===== config.mk =====
export PLATFORM = sky130hd
export DESIGN_NAME = mnist_input_packer
export DESIGN_NICKNAME = d
export VERILOG_FILES = /design/src/rtl/mnist_input_pkg.sv /design/src/rtl/mnist_pixel_quantizer.sv /design/src/rtl/mnist_input_packer.sv
export SDC_FILE = /design/constraint.sdc
export NUM_CORES = 2
export LEC_CHECK = 0
export CORE_MARGIN = 4
export CORE_UTILIZATION = 50
export DETAILED_ROUTE_END_ITERATION = 12
export GPL_TIMING_DRIVEN = 1
export PLACE_DENSITY = 0.72
export SLEW_MARGIN = 20
export SYNTH_ARGS = -nofsm -noshare
export SYNTH_HDL_FRONTEND = slang
export SYNTH_SLANG_ARGS = --single-unit

===== constraint.sdc =====
create_clock -name clk -period 2.9 [get_ports clk]
set_input_delay 0.87 -clock clk [delete_from_list [all_inputs] [get_ports clk]]
set_output_delay 0.87 -clock clk [all_outputs]
set_load 0.02 [all_outputs]

===== src/rtl/mnist_input_pkg.sv =====
`default_nettype none
// ============================================================================
// Module   : mnist_input_pkg
// Brief    : Shared constants, pixel type and quantizer for the MNIST packer.
// Revision : 1.0 - initial release
// ============================================================================
package mnist_input_pkg;

    localparam int c_NUM_PIXELS = 784;
    localparam int c_PIXEL_W    = 8;

    typedef logic [c_PIXEL_W-1:0] pixel_t;

    // Result is right-aligned in a full pixel_t; callers keep the low in_bits.
    function automatic pixel_t quantize(input pixel_t pixel, input int in_bits,
                                        input pixel_t thresh);
        pixel_t q;
        if (in_bits == 1) begin
            q = (pixel >= thresh) ? pixel_t'(1) : pixel_t'(0);
        end else begin
            q = pixel >> (c_PIXEL_W - in_bits);
        end
        return q;
    endfunction

endpackage
`default_nettype wire


===== src/rtl/mnist_pixel_quantizer.sv =====
`default_nettype none
// ============================================================================
// Module   : mnist_pixel_quantizer
// Brief    : Combinational reduction of one grayscale pixel to IN_BITS bits.
// Revision : 1.0 - initial release
// ============================================================================
module mnist_pixel_quantizer
    import mnist_input_pkg::*;
#(
    parameter int     IN_BITS = 1,
    parameter pixel_t THRESH  = 8'd128
) (
    input  logic [c_PIXEL_W-1:0] i_pixel,
    output logic [IN_BITS-1:0]   o_q
);

    assign o_q = IN_BITS'(quantize(i_pixel, IN_BITS, THRESH));

endmodule
`default_nettype wire


===== src/rtl/mnist_input_packer.sv =====
`default_nettype none
// ============================================================================
// Module   : mnist_input_packer
// Brief    : Streams pixels into a fill register and double-buffers whole
//            quantized images towards layer 0.
// Revision : 1.0 - initial release
// ============================================================================
module mnist_input_packer
    import mnist_input_pkg::*;
#(
    parameter int     NUM_PIXELS = c_NUM_PIXELS,
    parameter int     IN_BITS    = 1,
    parameter pixel_t THRESH     = 8'd128
) (
    input  logic                          clk,
    input  logic                          rst,
    input  logic                          s_valid,
    output logic                          s_ready,
    input  logic [c_PIXEL_W-1:0]          s_pixel,
    input  logic                          s_last,
    output logic                          m_valid,
    input  logic                          m_ready,
    output logic [NUM_PIXELS*IN_BITS-1:0] m_data,
    output logic                          err_len
);

    localparam int c_IDX_W  = (NUM_PIXELS > 1) ? $clog2(NUM_PIXELS) : 1;
    localparam int c_DATA_W = NUM_PIXELS * IN_BITS;
    localparam logic [c_IDX_W-1:0] c_LAST_IDX = c_IDX_W'(NUM_PIXELS - 1);

    localparam logic [0:0] c_ST_FILL = 1'b0;
    localparam logic [0:0] c_ST_HOLD = 1'b1;

    logic [0:0]          r_state;
    logic [c_IDX_W-1:0]  r_idx;
    logic [c_DATA_W-1:0] r_fill;
    logic [c_DATA_W-1:0] r_data;
    logic                r_mvalid;
    logic                r_sready;
    logic                r_err;

    logic [IN_BITS-1:0]  w_q;
    logic [c_DATA_W-1:0] w_fill_next;
    logic                w_beat;
    logic                w_final;
    logic                w_out_free;

    mnist_pixel_quantizer #(
        .IN_BITS (IN_BITS),
        .THRESH  (THRESH)
    ) u_quant (
        .i_pixel (s_pixel),
        .o_q     (w_q)
    );

    // Fill contents including the beat being accepted this cycle, so a
    // completed image can go straight to the output register.
    always_comb begin
        w_fill_next = r_fill;
        for (int i = 0; i < NUM_PIXELS; i++) begin
            if (r_idx == c_IDX_W'(i)) begin
                w_fill_next[i*IN_BITS +: IN_BITS] = w_q;
            end
        end
    end

    assign w_beat     = s_valid && r_sready;
    assign w_final    = (r_idx == c_LAST_IDX);
    assign w_out_free = !r_mvalid || m_ready;

    always_ff @(posedge clk) begin
        if (rst) begin
            r_state  <= c_ST_FILL;
            r_idx    <= '0;
            r_fill   <= '0;
            r_data   <= '0;
            r_mvalid <= 1'b0;
            r_sready <= 1'b0;
            r_err    <= 1'b0;
        end else begin
            r_err <= 1'b0;
            case (r_state)
                c_ST_FILL: begin
                    r_sready <= 1'b1;
                    if (r_mvalid && m_ready) begin
                        r_mvalid <= 1'b0;
                    end
                    if (w_beat) begin
                        r_fill <= w_fill_next;
                        if (w_final) begin
                            r_idx <= '0;
                            r_err <= !s_last;
                            if (w_out_free) begin
                                r_data   <= w_fill_next;
                                r_mvalid <= 1'b1;
                            end else begin
                                r_state  <= c_ST_HOLD;
                                r_sready <= 1'b0;
                            end
                        end else if (s_last) begin
                            r_idx <= '0;
                            r_err <= 1'b1;
                        end else begin
                            r_idx <= r_idx + 1'b1;
                        end
                    end
                end
                c_ST_HOLD: begin
                    // Output stays valid: the held image replaces the one leaving.
                    if (m_ready) begin
                        r_data   <= r_fill;
                        r_state  <= c_ST_FILL;
                        r_sready <= 1'b1;
                    end
                end
                default: begin
                    r_state <= c_ST_FILL;
                end
            endcase
        end
    end

    assign s_ready = r_sready;
    assign m_valid = r_mvalid;
    assign m_data  = r_data;
    assign err_len = r_err;

endmodule
`default_nettype wire


==> impl_metrics.toml <==
[grt]
grt_pass1_vias = 68860
track_usage_pct = 36.64
antenna_found_initial = 6
grt_overflow = 0
grt_max_degree = 128
grt_pass1_wl_um = 436300

[floorplan]
core-area_um2 = 145700
chipHeight_um = 391.0
rows = 140
initial_core_util_pct = 50.32
die_width_um = 391.0
die_area_um2 = 152900
io_pins = 800

[power]
internal-power_mw = 34.58
p_switching_mw = 10.51
leakagePower_nw = 31.82
irDropWorstVdd_v = 0.0004547
power_frac_comb_pct = 3.3
seqPwrFrac_pct = 48.2
power.share.clock_pct = 48.5
p_per_area_nw_per_um2 = 494.1
p_sw_share_pct = 23.31

[critical_path]
crit_family = "buffers and inverters"
cp.arrival_ns = 2.00
worst_r2r_path_depth = 7
regToRegSetupSlack_ns = 0.16
critPathBufInv = 1
crit_cells = 1
r2r-start = "r_idx[1]$_SDFFE_PP0P_"
worst_path_largest_cell_delay_ns = 0.67
critPathRequiredTime_ns = 2.03
critical_path.endpoint = "m_data[764]"
crit_type = "flop to primary output"
cp-start-kind = "flop"
crit_path_end_kind = "primary output"
crit_slowest_cell = "clkdlybuf4s50_1"
crit_start = "m_data[764]$_SDFFE_PP0P_"
path_max_fanout = 2
reg2reg_to = "m_data[617]$_SDFFE_PP0P_"
path_cells = "clkdlybuf4s50_1"

[synthesis]
ys_warn_count = 0
synth_nets = 8803
ys_seq_area_share_pct = 43.18
synth_cell_type_count = 46
synthCells = 8786
synth.cell_area_um2 = 73340
ys_seq_elements = 1582
synth_ff_type = "dfxtp_1"
synth_edf_count = 0
synthArstFlopShare_pct = 0
synth.avg_cell_area_um2 = 8.347

[sta]
fin_setup_tns_ns = 0
clock_skew_ns = 0.04620
finalMaxSlewViolations = 0
fmaxAchievable_mhz = 348.7
holdWs_ns = 0.4744
rsz0062_at_grt = "false"
setup_violations = 0
period_needed_ns = 2.868
hold_violations = 0
tightest_slew_ns = 0.8105
timing.final.crit_share_pct = 98.89
slew_headroom_pct = 44.42

[layout]
finalNetCount = 9049
final_cells = 11080
multi_input_comb_area_um2 = 36720
final_common_cell = "dfxtp_1"
regArea_um2 = 31670
drive_gt1_share_pct = 9.831
fillers = 12220
most-common-layout-cells = "1,582 x dfxtp_1, 844 x nor3_1, 808 x o21ai_0"
syn_to_final_growth_pct = 24.43

[routing]
wl_per_cell_um = 26.71
viasPerCell = 6.767
drc = 0
vias = 75000
detail-route-antenna-nets = 0
first_pass_iters = 8
drt_iter0_markers = 11520
drt_wl_total_um = 296100

[cts]
clock_sinks = 1582
htreeDepth = 4
cts_buffers = 164
clkTransAtPathRegs_ns = 0.06
clk_latency_ns = 0.85
cts_setup_buffers = 0
cts_tree = "built"
cts_buffer_depth = 3
ctsRootBufferMaster = "clkbuf_16"

[placement]
place.gp.congestion = 0.9105
hpwl_um = 191200
port-buffer-count = 792
dp.cells = 10780

[flow_run]
maxCapViolations = 0

[worst_hold_path]
hold_class = "flop to flop"

[run_status]
status = "completed"
-- worst min-delay path by stage --
stage                                         from                  endpoint  slack, ns  cells after the start
after detailed placement  r_fill[721]$_SDFFE_PP0P_  r_fill[721]$_SDFFE_PP0P_       0.46                      2
after global placement    r_fill[723]$_SDFFE_PP0P_  r_fill[723]$_SDFFE_PP0P_       0.46                      2
after floorplan           r_fill[783]$_SDFFE_PP0P_  r_fill[783]$_SDFFE_PP0P_       0.44                      2
after CTS                               s_pixel[7]  r_fill[716]$_SDFFE_PP0P_       0.44                      3
after global routing                           rst  r_fill[548]$_SDFFE_PP0P_       0.46                      2
final                     r_fill[722]$_SDFFE_PP0P_  r_fill[722]$_SDFFE_PP0P_       0.47                      2
-- synth_stat cells (26+ instances only) --
library cell | instances | area, um^2
a211oi_1 | 756 | 5675
nor2_1 | 26 | 97.59
a311oi_1 | 29 | 254.0
nand4_1 | 730 | 4567
buf_2 | 268 | 1341
o21ai_0 | 808 | 4044
nor3_1 | 846 | 4234
dfxtp_1 | 1582 | 31670
mux2i_1 | 755 | 7557
buf_4 | 55 | 412.9
clkbuf_1 | 848 | 3183
buf_1 | 106 | 397.9
a21oi_1 | 789 | 3949
nand3_1 | 797 | 3989
nand2_1 | 285 | 1070
-- cell type report --
class | count | share of cell area [%]
Multi-Input combinational cell | 5922 | 40.24
Sequential cell | 1582 | 34.71
Timing Repair Buffer | 1357 | 16.31
Clock buffer | 235 | 5.264
Tap cell | 1917 | 2.628
Clock inverter | 64 | 0.8227
Inverter | 5 | 0.02057
Antenna cell | 1 | 0.002742
-- cells by family (layout without fill, tap and decap cells) --
logic type | count (synthesis) | count (layout) | share of synthesized area (%)
and+or+nand+nor | 2764 | 2764 | 19.96
AOI/OAI and AO/OA | 2392 | 2392 | 19.09
DFF | 1582 | 1582 | 43.18
buffers and inverters | 1282 | 1661 | 7.300
muxes | 755 | 755 | 10.30
xor gates and xnor gates | 7 | 7 | 0.08360
adders and majority gates | 4 | 4 | 0.06825
other | 0 | 1 | 0
-- power by group through the flow --
stage / Combinational (mW) / Clock [mW] / Sequential [mW]
after CTS: 1.42 / 21.9 / 21.7
after global routing: 1.52 / 22.8 / 21.7
after floorplan: 0.809 / 0 / 22.2
after detailed placement: 1.41 / 0 / 22.2
after global placement: 1.40 / 0 / 22.2
final: 1.47 / 21.9 / 21.7
-- state kept, by name, summed over array words and instances (netlist names) --
signal	cells
m_data	784
s_ready	1
r_idx	10
err_len	1
m_valid	1
r_state	1
r_fill	784
-- repair_timing --
action | in CTS | in global routing
gates cloned | 0 | 0
hold buffers | 0 | 0
gates resized for setup | 5 | 5
setup endpoints to repair | 5 | 5
-- metrics by stage --
step	power [mW]	area, um^2	util, %	setup slack [ns]
finish	45.09	91250	62.61	0.03222
global route	46.07	91250	62.61	0.0009057
CTS	45.08	91240	62.60	0.008033
detailed placement	23.63	85690	58.80	-0.4322
global placement	23.62	85690	58.80	-0.3294
floorplan	23.03	73340	-	0.5299
-- layer usage --
layer / track usage, % / wire length (um) / vias up / part of all wire [%]
li1: - / - / 33290 / -
met1: 47.78 / 113300 / 35740 / 38
met2: 54.59 / 127700 / 4961 / 43
met3: 9.673 / 35530 / 1005 / 12
met4: 21.40 / 19440 / 10 / 6.6
met5: 0.3828 / 133 / - / 0.045
(Power assumes the default switching activity.)
